--- src/rtl/hdlc_line_monitor.sv ---
// rtl/hdlc_line_monitor.sv - multi-channel HDLC receive-line monitor with frame checks and error counter
module hdlc_line_monitor #(
    parameter int NUM_CH    = 1,
    parameter int MAX_BYTES = 128,
    parameter int MIN_BYTES = 3,
    parameter int SIZE_W    = 8,
    parameter int CNT_W     = 16
) (
    input  logic                     Clk,
    input  logic                     Rst,
    input  logic [NUM_CH-1:0]        Rx,
    input  logic [NUM_CH-1:0]        RxEn,
    input  logic                     ErrClr,
    output logic [NUM_CH-1:0]        FlagDetect,
    output logic [NUM_CH-1:0]        AbortDetect,
    output logic [NUM_CH-1:0]        IdleDetect,
    output logic [NUM_CH-1:0]        FrameValid,
    output logic [NUM_CH-1:0]        FrameDone,
    output logic [NUM_CH*SIZE_W-1:0] FrameSize,
    output logic [NUM_CH*4-1:0]      ErrFlags,
    output logic [CNT_W-1:0]         ErrCount
);
    typedef enum logic {HUNT, OPEN} state_t;

    localparam int HI_W = SIZE_W + 1;
    localparam logic [HI_W-1:0]   HI_SAT   = HI_W'(MAX_BYTES + 2);
    localparam logic [HI_W-1:0]   HI_MAXP1 = HI_W'(MAX_BYTES + 1);
    localparam logic [SIZE_W-1:0] SZ_MAX   = SIZE_W'(MAX_BYTES);
    localparam logic [SIZE_W-1:0] SZ_MIN   = SIZE_W'(MIN_BYTES);

    for (genvar c = 0; c < NUM_CH; c++) begin : g_ch
        state_t            state, state_nxt;
        logic [7:0]        sr, sr_nxt;
        logic [3:0]        ones, ones_nxt;
        logic [2:0]        lo, lo_nxt, k, pay_lo;
        logic [HI_W-1:0]   hi, hi_nxt, pay_hi;
        logic              is_flag, is_abort, stuffed, has_pay, close;
        logic [SIZE_W-1:0] nbytes;
        logic [3:0]        err;
        logic              ev_flag, ev_abort, ev_done;
        logic [SIZE_W-1:0] ev_size, size_q;
        logic [3:0]        ev_err, err_q;
        logic              flag_q, abort_q, idle_q, valid_q, done_q;

        // {hi,lo} counts destuffed bits since the opening flag, including the
        // pattern bits already shifted in; the closing pattern is subtracted here.
        always_comb begin
            sr_nxt   = {Rx[c], sr[7:1]};
            is_flag  = (sr_nxt == 8'h7E);
            is_abort = (sr_nxt == 8'hFE);
            stuffed  = !Rx[c] && (ones == 4'd5);
            if (!Rx[c])            ones_nxt = 4'd0;
            else if (ones == 4'd8) ones_nxt = ones;
            else                   ones_nxt = ones + 4'd1;
            k       = is_abort ? 3'd6 : 3'd7;
            pay_lo  = lo - k;
            pay_hi  = hi - ((lo < k) ? HI_W'(1) : HI_W'(0));
            has_pay = (hi != '0) || (lo > k);
            if (!has_pay)                nbytes = '0;
            else if (pay_hi > HI_MAXP1) nbytes = HI_MAXP1[SIZE_W-1:0];
            else                         nbytes = pay_hi[SIZE_W-1:0];
            err = {is_abort, nbytes > SZ_MAX, !is_abort && (nbytes < SZ_MIN), pay_lo != 3'd0};

            state_nxt = state;
            lo_nxt    = lo;
            hi_nxt    = hi;
            close     = 1'b0;
            if (RxEn[c]) begin
                case (state)
                    HUNT: begin
                        if (is_flag) begin
                            state_nxt = OPEN;
                            lo_nxt    = '0;
                            hi_nxt    = '0;
                        end
                    end
                    OPEN: begin
                        if (is_flag || is_abort) begin
                            close  = has_pay;
                            lo_nxt = '0;
                            hi_nxt = '0;
                            if (is_abort) state_nxt = HUNT;
                        end else if (!stuffed) begin
                            lo_nxt = lo + 3'd1;
                            if (lo == 3'd7 && hi != HI_SAT) hi_nxt = hi + HI_W'(1);
                        end
                    end
                    default: state_nxt = HUNT;
                endcase
            end
        end

        always_ff @(posedge Clk) begin
            if (Rst) begin
                state    <= HUNT;
                sr       <= '0;
                ones     <= '0;
                lo       <= '0;
                hi       <= '0;
                ev_flag  <= 1'b0;
                ev_abort <= 1'b0;
                ev_done  <= 1'b0;
                ev_size  <= '0;
                ev_err   <= '0;
            end else begin
                state    <= state_nxt;
                lo       <= lo_nxt;
                hi       <= hi_nxt;
                ev_flag  <= RxEn[c] && is_flag;
                ev_abort <= RxEn[c] && is_abort;
                ev_done  <= close;
                if (close) begin
                    ev_size <= nbytes;
                    ev_err  <= err;
                end
                if (RxEn[c]) begin
                    sr   <= sr_nxt;
                    ones <= ones_nxt;
                end
            end
        end

        // Output stage: the second register gives the two-edge event latency.
        always_ff @(posedge Clk) begin
            if (Rst) begin
                flag_q  <= 1'b0;
                abort_q <= 1'b0;
                idle_q  <= 1'b0;
                valid_q <= 1'b0;
                done_q  <= 1'b0;
                size_q  <= '0;
                err_q   <= '0;
            end else begin
                flag_q  <= ev_flag;
                abort_q <= ev_abort;
                idle_q  <= (ones >= 4'd8);
                valid_q <= (state == OPEN);
                done_q  <= ev_done;
                if (ev_done) begin
                    size_q <= ev_size;
                    err_q  <= ev_err;
                end
            end
        end

        assign FlagDetect[c]                 = flag_q;
        assign AbortDetect[c]                = abort_q;
        assign IdleDetect[c]                 = idle_q;
        assign FrameValid[c]                 = valid_q;
        assign FrameDone[c]                  = done_q;
        assign FrameSize[c*SIZE_W +: SIZE_W] = size_q;
        assign ErrFlags[c*4 +: 4]            = err_q;
    end

    logic [CNT_W-1:0] n_err;
    logic [CNT_W:0]   err_sum;

    always_comb begin
        n_err = '0;
        for (int i = 0; i < NUM_CH; i++)
            if (FrameDone[i] && (ErrFlags[i*4 +: 4] != 4'd0)) n_err = n_err + CNT_W'(1);
        err_sum = {1'b0, ErrCount} + {1'b0, n_err};
    end

    always_ff @(posedge Clk) begin
        if (Rst || ErrClr)      ErrCount <= '0;
        else if (err_sum[CNT_W]) ErrCount <= '1;
        else                     ErrCount <= err_sum[CNT_W-1:0];
    end
endmodule

--- config.mk ---
export PLATFORM = sky130hd
export DESIGN_NAME = hdlc_line_monitor
export DESIGN_NICKNAME = d
export VERILOG_FILES = /design/src/rtl/hdlc_line_monitor.sv
export SDC_FILE = /design/constraint.sdc
export NUM_CORES = 1
export LEC_CHECK = 0
export ABC_AREA = 0
export CAP_MARGIN = 20
export CORE_MARGIN = 2
export CORE_UTILIZATION = 33
export DETAILED_ROUTE_END_ITERATION = 10
export PLACE_DENSITY_LB_ADDON = 0.2
export SETUP_SLACK_MARGIN = 0.05
export SKIP_CTS_REPAIR_TIMING = 1
export SYNTH_ARGS = -nofsm -noshare
export SYNTH_HDL_FRONTEND = slang
export SYNTH_SLANG_ARGS = --single-unit
--- constraint.sdc ---
create_clock -name Clk -period 3.18 [get_ports Clk]
set_input_delay 0.954 -clock Clk [delete_from_list [all_inputs] [get_ports Clk]]
set_output_delay 0.954 -clock Clk [all_outputs]
set_load 0.005 [all_outputs]
==> flow_summary.ini, run 1 <==
[outcome]
status = completed

[flow_run]
cap_violations = 0

[critical_path]
worstPathArrival_ps = 3030
critPathMaxFanout = 7
critPathLaunchType = register
cp.required_ps = 3430
path_buf_inv = 0
cp_slowest_cell = or3_1
end_kind = register
cp_top_family = simple AND/OR/NAND/NOR gates
critical_path_class = reg -> reg
cp_cell_sequence = nand4b_2, nor2_1, nand2_2, ha_1, nand3b_1, ha_4, nor2b_2, mux2i_1, a2bb2oi_2, or3_1, o41ai_2
max_stage_delay_ps = 390

[place]
place_inst = 549
gp_congestion = 0.780
place_ws_ps = -311
place.port_buffers = 37
hpwl_um = 5040

[power]
peakVddDrop_v = 0.000171
power.total_uw = 1590
p_leak_uw = 0.00153
p_per_area_mw_per_mm2 = 379

[clock_network]
clockBufferDepth = 2
clk_latency_ps = 340
ctsRootBufferMaster = clkbuf_8
cts_tree = built
cts-buffers-inserted = 9
clk_pin_slew_ps = 70
clkSinkCount = 72
cts_max_level = 3

[yosys]
netlist_instances = 386
yosys.area.top_type = dfxtp_1
yosys-mux-area-fraction_pct = 6.11
synth_edf_count = 0
synth_top_family_by_area = simple AND/OR/NAND/NOR gates
synth_common_cells = dfxtp_1 (72), nor2_1 (38), a21oi_1 (37)
synth-adder-area-share_pct = 5.09
synth.distinct_cells = 53
yosys.area.top_type_share_pct = 41.9
synth_xor_area_share_pct = 4.33
synth_seq_area_share_pct = 41.9
ys_ff_latch = 72
ys.flop_type = dfxtp_1
yosys_warnings = 0
yosysMostFrequentCell = dfxtp_1
synth_nets = 405
ys_top_cells_by_area = dfxtp_1 (42%), mux2i_1 (6.1%), a21oi_1 (5.4%)
syn_area_per_cell_um2 = 8.91
async_reset_ff_share_pct = 0
syn-cell-area_mm2 = 0.00344
synth-compound-area-share_pct = 13.8
synth-simple-area-share_pct = 24.0

[routing]
routed_wl_um = 6950
met3RoutedLength_um = 269
drtPass1Iterations = 4
via_per_inst = 4.92
wire_per_inst_um = 12.3
met1_length_um = 3460
drc = 0
dr.first_iter.drc_count = 81
wl_met2_um = 3110
postRouteAntennaNets = 0
topRoutingLayerUsed = met4
vias = 2781

[sta]
fin_crit_sh_pct = 87.5
rsz0062_at_grt = false
hold_viol_final = 0
finClkSkew_ps = 7.24
max_freq_mhz = 359
fin_crit_ps = 2780
relSlewSlack_pct = 54.1
drv_slew = 0
fin_ws_ps = 398
setup_viol = 0
worstMarginPinSlew_ps = 688

[die]
boundaryPins = 38
initial_utilization_pct = 33.6
rows = 37
die_h_um = 106
die_w_um = 106
core-area_mm2 = 0.0102
dieArea_mm2 = 0.0113

[grt]
overflow = 0
grt_max_degree = 35
grt_pass1_wl_um = 12000
antenna_found_initial = 0
groute.usage.overall_pct = 13.2
grt_pass1_vias = 2592

[cells_and_area]
nets = 444
fin_cells = 565
num_antenna_cells = 0
fillCellCount = 1027
syn2layout_area_growth_pct = 21.8
multi_input_area_mm2 = 0.00186
seqCellArea_mm2 = 0.00144
drive_above_1_share_pct = 11.4

[hold_path]
hold_class = reg -> reg
[routing by layer]
metal	vias to the layer above	global-route usage [%]
li1	1444	-
met1	1288	16.8
met2	43	21.0
met3	6	4.41
met4	0	4.79
met5	-	0
[stage by stage]
stage	hold WS [ps]	area, µm²	util [%]	TNS (ps)
after floorplan	414	3450	-	0
after global routing	460	4190	40.9	0
after detailed placement	429	3980	38.9	-2480
after global placement	422	3980	38.9	-1990
after CTS	441	4150	40.5	0
final	436	4190	40.9	0
[registers in the layout (all words and copies together) (netlist names)]
signal,flops
FrameValid,1
g_ch.lo,3
ErrCount,16
FrameDone,1
ErrFlags,4
g_ch.ev_done,1
g_ch.state,1
g_ch.ev_abort,1
FrameSize,8
g_ch.ev_err,4
IdleDetect,1
FlagDetect,1
g_ch.ones,4
AbortDetect,1
g_ch.hi,9
g_ch.ev_size,8
g_ch.ev_flag,1
g_ch.sr,7
[kinds of logic (layout without fill, tap and decap cells)]
family	Yosys count	after routing
XOR/XNOR	17	17
AO/OA/AOI/OAI	70	70
AND/OR/NAND/NOR	153	153
buffers and inverters	39	82
adder cells (fa/ha/maj)	14	14
flip-flops	72	72
multiplexers	21	21
[layout make-up]
type,instances,area share (%)
Multi-Input combinational cell,275,44.5
Sequential cell,72,34.4
Timing Repair Buffer,53,11.7
Tap cell,136,4.06
Clock buffer,12,3.70
Inverter,14,1.25
Clock inverter,3,0.418
[where the power goes]
part	internal [µW]	switching, µW	leakage (µW)
combinational	14.3	26.8	0.000864
sequential	904	2.73	0.000580
clock	319	323	0.0000882
total	1240	352	0.00153
[layout by cell type (no fill, tap or decap), types with 6 or more instances in the layout]
| cell | n |
|---|---|
| o21ai_0 | 8 |
| nand3_1 | 14 |
| ha_1 | 12 |
| nor3_1 | 6 |
| a21oi_1 | 37 |
| mux2i_1 | 21 |
| clkdlybuf4s50_1 | 35 |
| nand3b_1 | 9 |
| xnor2_1 | 9 |
| buf_4 | 16 |
| nor2_1 | 38 |
| clkbuf_8 | 11 |
| inv_1 | 14 |
| nand2_1 | 29 |
| xor2_1 | 8 |
| or3_1 | 8 |
| nand4_1 | 8 |
| nor2b_1 | 9 |
| and3_1 | 6 |
| dfxtp_1 | 72 |
[worst register-to-register path: cells and delay by family, from the launching register on]
kind,cells,cell delay [ps]
multiplexers,1,160
flip-flops,1,320
AND/OR/NAND/NOR,6,1360
AO/OA/AOI/OAI,2,450
adder cells (fa/ha/maj),2,410
[worst paths after layout]
check / start / slack [ps] / cells past startpoint / endpoint
worst max-delay path: g_ch[0].sr[1]$_SDFFE_PP0P_ / 400 / 11 / g_ch[0].ev_err[1]$_SDFFE_PP0P_
worst min-delay path: g_ch[0].ev_abort$_SDFF_PP0_ / 440 / 1 / AbortDetect$_SDFF_PP0_
worst max register to register: g_ch[0].sr[1]$_SDFFE_PP0P_ / 400 / 11 / g_ch[0].ev_err[1]$_SDFFE_PP0P_
worst min register to register: g_ch[0].ev_abort$_SDFF_PP0_ / 440 / 1 / AbortDetect$_SDFF_PP0_
Power figures use the tool's default switching activity.
==> run 2, diff against run 1 <==
==> constraint.sdc (replaced) <==
create_clock -name Clk -period 2.8 [get_ports Clk]
set_input_delay 0.84 -clock Clk [delete_from_list [all_inputs] [get_ports Clk]]
set_output_delay 0.84 -clock Clk [all_outputs]
set_load 0.005 [all_outputs]
==> flow_summary.ini, run 2 (synthesis gave the netlist of run 1 again) <==
[critical_path]
critPathMaxFanout = 7
end_kind = register
critical_path_class = reg -> reg
critical_path.startpoint = g_ch[0].sr[5]$_SDFFE_PP0P_
reg2reg_from = g_ch[0].sr[5]$_SDFFE_PP0P_
cp_cell_sequence = nand4b_4, nor2_1, buf_4, nand2_4, ha_4, nand3b_1, ha_2, nor2b_2, o211ai_1, a2bb2oi_2, or3_1, o41ai_2
cp.required_ps = 3060
critPathLaunchType = register
max_stage_delay_ps = 380
worstPathArrival_ps = 2820
cp_slowest_cell = dfxtp_2

[die]
initial_utilization_pct = 33.6
die_h_um = 106
die_w_um = 106
dieArea_mm2 = 0.0113
rows = 37
boundaryPins = 38
core-area_mm2 = 0.0102

[clock_network]
clk_latency_ps = 350
cts_tree = built
clk_pin_slew_ps = 80
cts_max_level = 3
clockBufferDepth = 2
cts-buffers-inserted = 9
clkSinkCount = 72
ctsRootBufferMaster = clkbuf_8

[cells_and_area]
fillCellCount = 1031
final_cell_mix = dfxtp_1 (69), nor2_1 (38), a21oi_1 (37)
largest_reg_flops = 16
drive_above_1_share_pct = 13.2
nets = 447
regMostFlops = ErrCount
mostFrequentLayoutCell = dfxtp_1
num_antenna_cells = 0
largest_registers = ErrCount x16, g_ch.hi x9
seqCellArea_mm2 = 0.00145
multi_input_area_mm2 = 0.00188
utilization_pct = 41.4
syn2layout_area_growth_pct = 23.2

[sta]
finClkSkew_ps = 8.05
max_freq_mhz = 391
fin_crit_ps = 2560
setup_tns_ps = 0
relSlewSlack_pct = 52.6
worstMarginPinSlew_ps = 710
setup_viol = 0
drv_slew = 0
fin_crit_sh_pct = 91.4
rsz0062_at_grt = false
hold_viol_final = 0
fin_hold_ws_ps = 439

[hold_path]
hold_start = g_ch[0].ev_flag$_SDFF_PP0_
hold_class = reg -> reg

[routing]
via_per_inst = 4.93
drtPass1Iterations = 4
dr.first_iter.drc_count = 51
topRoutingLayerUsed = met4
met3RoutedLength_um = 214
drc = 0
vias = 2802
routed_wl_um = 7130
wl_met2_um = 3150
postRouteAntennaNets = 0
wire_per_inst_um = 12.6
met1_length_um = 3610

[flow_run]
cap_violations = 0

[grt]
antenna_found_initial = 0
grt_pass1_vias = 2574
overflow = 0
groute.usage.overall_pct = 13.8
grt_max_degree = 42
grt_pass1_wl_um = 12400

[power]
peakVddDrop_v = 0.000148
p_per_area_mw_per_mm2 = 432
p_leak_uw = 0.00157

[outcome]
status = completed

[place]
gp_congestion = 0.778
place.port_buffers = 37
hpwl_um = 5070
-- run 2: final timing paths --
check	cells past startpoint	end	slack, ps
worst max-delay path	12	g_ch[0].ev_err[1]$_SDFFE_PP0P_	240
worst min-delay path	1	FlagDetect$_SDFF_PP0_	440
worst max register to register	12	g_ch[0].ev_err[1]$_SDFFE_PP0P_	240
worst min register to register	1	FlagDetect$_SDFF_PP0_	440
-- run 2: power breakdown --
part	switching [µW]	total, µW	leakage [µW]	internal, µW
registers	3.84	1030	0.000581	1030
logic	31.1	47.4	0.000903	16.2
clock network	388	750	0.0000882	362
-- run 2: through the flow --
| stage | setup WS, ps | total power, µW | instance area, µm² | cells |
|---|---|---|---|---|
| 3_5_place_dp | -509 | 1100 | 4040 | 553 |
| 5_1_grt | 58.7 | 1910 | 4240 | 568 |
| 2_1_floorplan | 37.1 | 1090 | 3500 | 386 |
| 6_report | 241 | 1830 | 4240 | 568 |
| 4_1_cts | -133 | 1860 | 4210 | 568 |
| 3_3_place_gp | -447 | 1100 | 4040 | 553 |
-- run 2: critical path: cells and delay by family, from the launching register on --
family	cells	cell delay (ps)
flops	1	380
buf+inv	1	130
simple gates	6	1060
compound gates	3	520
fa+ha+maj	2	380
-- run 2: routing by layer --
metal | global-route usage [%] | vias up
met5 | 0 | -
met3 | 2.58 | 14
met2 | 21.0 | 40
met4 | 7.33 | 0
li1 | - | 1448
met1 | 18.6 | 1300
-- run 2: layout make-up --
type / instances / area share (%)
Clock buffer: 12 / 3.66
Clock inverter: 3 / 0.414
Inverter: 14 / 1.24
Multi-Input combinational cell: 275 / 44.5
Sequential cell: 72 / 34.1
Tap cell: 136 / 4.02
Timing Repair Buffer: 56 / 12.1
==> run 3, diff against run 2 <==
==> constraint.sdc (replaced) <==
create_clock -name Clk -period 2.9 [get_ports Clk]
set_input_delay 0.87 -clock Clk [delete_from_list [all_inputs] [get_ports Clk]]
set_output_delay 0.87 -clock Clk [all_outputs]
set_load 0.005 [all_outputs]
==> flow_summary.ini, run 3 (synthesis gave the netlist of run 1 again) <==
[power]
peakVddDrop_v = 0.000215
p_leak_uw = 0.00161
seqPwrFrac_pct = 48.4
p_per_area_mw_per_mm2 = 475
swShare_pct = 19.7
power_frac_comb_pct = 2.2
p_int_uw = 1650
p_sw_uw = 406
p_clk_share_pct = 49.4

[sta]
drv_slew = 0
max_freq_mhz = 375
hold_viol_final = 0
fin_crit_ps = 2670
rsz0062_at_grt = false
relSlewSlack_pct = 53.3
fin_crit_sh_pct = 92.0
worstMarginPinSlew_ps = 700
setup_viol = 0
finClkSkew_ps = 9.09

[critical_path]
critPathLaunchType = register
cp.required_ps = 3160
end_kind = register
max_stage_delay_ps = 420
cp_cell_sequence = nand4b_4, nor2_4, nand2_2, ha_2, nand3b_1, ha_2, ha_4, o211ai_1, a2bb2oi_4, or3_1, o41ai_2
cp_slowest_cell = dfxtp_1
worstPathArrival_ps = 2920
critical_path_class = reg -> reg
critPathMaxFanout = 9
r2r_cells = 11
r2r_slack_ps = 230
cpMostUsedCell = ha_2

[cells_and_area]
mostFrequentLayoutCell = dfxtp_1
largest_reg_flops = 16
stdcell_area_mm2 = 0.00433
utilization_pct = 42.3
regMostFlops = ErrCount
largest_registers = ErrCount x16, g_ch.hi x9
final_cell_mix = dfxtp_1 (72), nor2_1 (37), a21oi_1 (37)
syn2layout_area_growth_pct = 25.9
nets = 446
num_antenna_cells = 0
drive_above_1_share_pct = 13.2

[clock_network]
ctsRootBufferMaster = clkbuf_8
cts_max_level = 3
cts-buffers-inserted = 9
clk_latency_ps = 350
cts_tree = built
clk_pin_slew_ps = 70
clkSinkCount = 72
clockBufferDepth = 2

[grt]
groute.usage.overall_pct = 13.5
grt_max_degree = 35
antenna_found_initial = 0
grt_pass1_wl_um = 12200
grt_pass1_vias = 2624
overflow = 0

[flow_run]
cap_violations = 0

[die]
core-area_mm2 = 0.0102
dieArea_mm2 = 0.0113
rows = 37
die_h_um = 106
die_w_um = 106
boundaryPins = 38
initial_utilization_pct = 33.6

[routing]
via_per_inst = 4.94
wire_per_inst_um = 12.4
drtPass1Iterations = 4
vias = 2808
routed_wl_um = 7040
postRouteAntennaNets = 0
drc = 0
dr.first_iter.drc_count = 106

[hold_path]
hold_depth = 1
hold_class = reg -> reg

[place]
hpwl_um = 4940
place.port_buffers = 37
place_area_mm2 = 0.00401
gp_congestion = 0.775

[outcome]
status = completed
run 3: cell count changes in the layout (fill, tap and decap cells not counted), moves of 2 or more:
cell / change
bufinv_16: +3
dfxtp_1: +3
dfxtp_2: -3
clkinv_2: -2
run 3: critical path: cells and delay by family, from the launching register on:
family,cells,cell delay (ps)
adders and majority gates,3,580
AOI/OAI and AO/OA,3,600
DFF,1,420
and+or+nand+nor,5,970
run 3: per-layer routing:
metal | vias to the layer above | wire length, µm | track usage, %
li1 | 1442 | - | -
met3 | 13 | 247 | 2.94
met2 | 50 | 3110 | 20.8
met4 | 0 | 149 | 7.52
met1 | 1303 | 3540 | 17.5
met5 | - | 0 | 0
run 3: area by class of cell:
type / instances / area [µm²]
fill: 1017 / 5900
multi-input combinational: 275 / 1900
sequential: 72 / 1440
timing repair buffer: 55 / 503
tap: 136 / 170
clock buffer: 12 / 165
clock inverter: 4 / 98.8
inverter: 14 / 52.6
run 3: power by group through the flow:
stage               clock [µW]  combinational (µW)  sequential [µW]
finish                    1020                45.6              994
global route              1090                51.3              994
CTS                       1050                46.4              994
detailed placement           0                46.2             1020
global placement             0                46.0             1020
floorplan                    0                33.8             1020
run 3: worst paths after layout:
path	end	startpoint
max	g_ch[0].ev_err[1]$_SDFFE_PP0P_	g_ch[0].sr[7]$_SDFFE_PP0P_
min	AbortDetect$_SDFF_PP0_	g_ch[0].ev_abort$_SDFF_PP0_
max reg2reg	g_ch[0].ev_err[1]$_SDFFE_PP0P_	g_ch[0].sr[7]$_SDFFE_PP0P_
min reg2reg	AbortDetect$_SDFF_PP0_	g_ch[0].ev_abort$_SDFF_PP0_
run 3: through the flow:
step           total power, µW  hold slack, ps  setup slack, ps  std cells  TNS [ps]
2_1_floorplan             1050             414             77.9        386         0
3_3_place_gp              1060             429             -374        552     -3900
3_5_place_dp              1060             429             -454        552     -4420
4_1_cts                   2090             448            -66.9        568      -266
5_1_grt                   2140             461             62.1        568         0
6_report                  2060             438              233        568         0
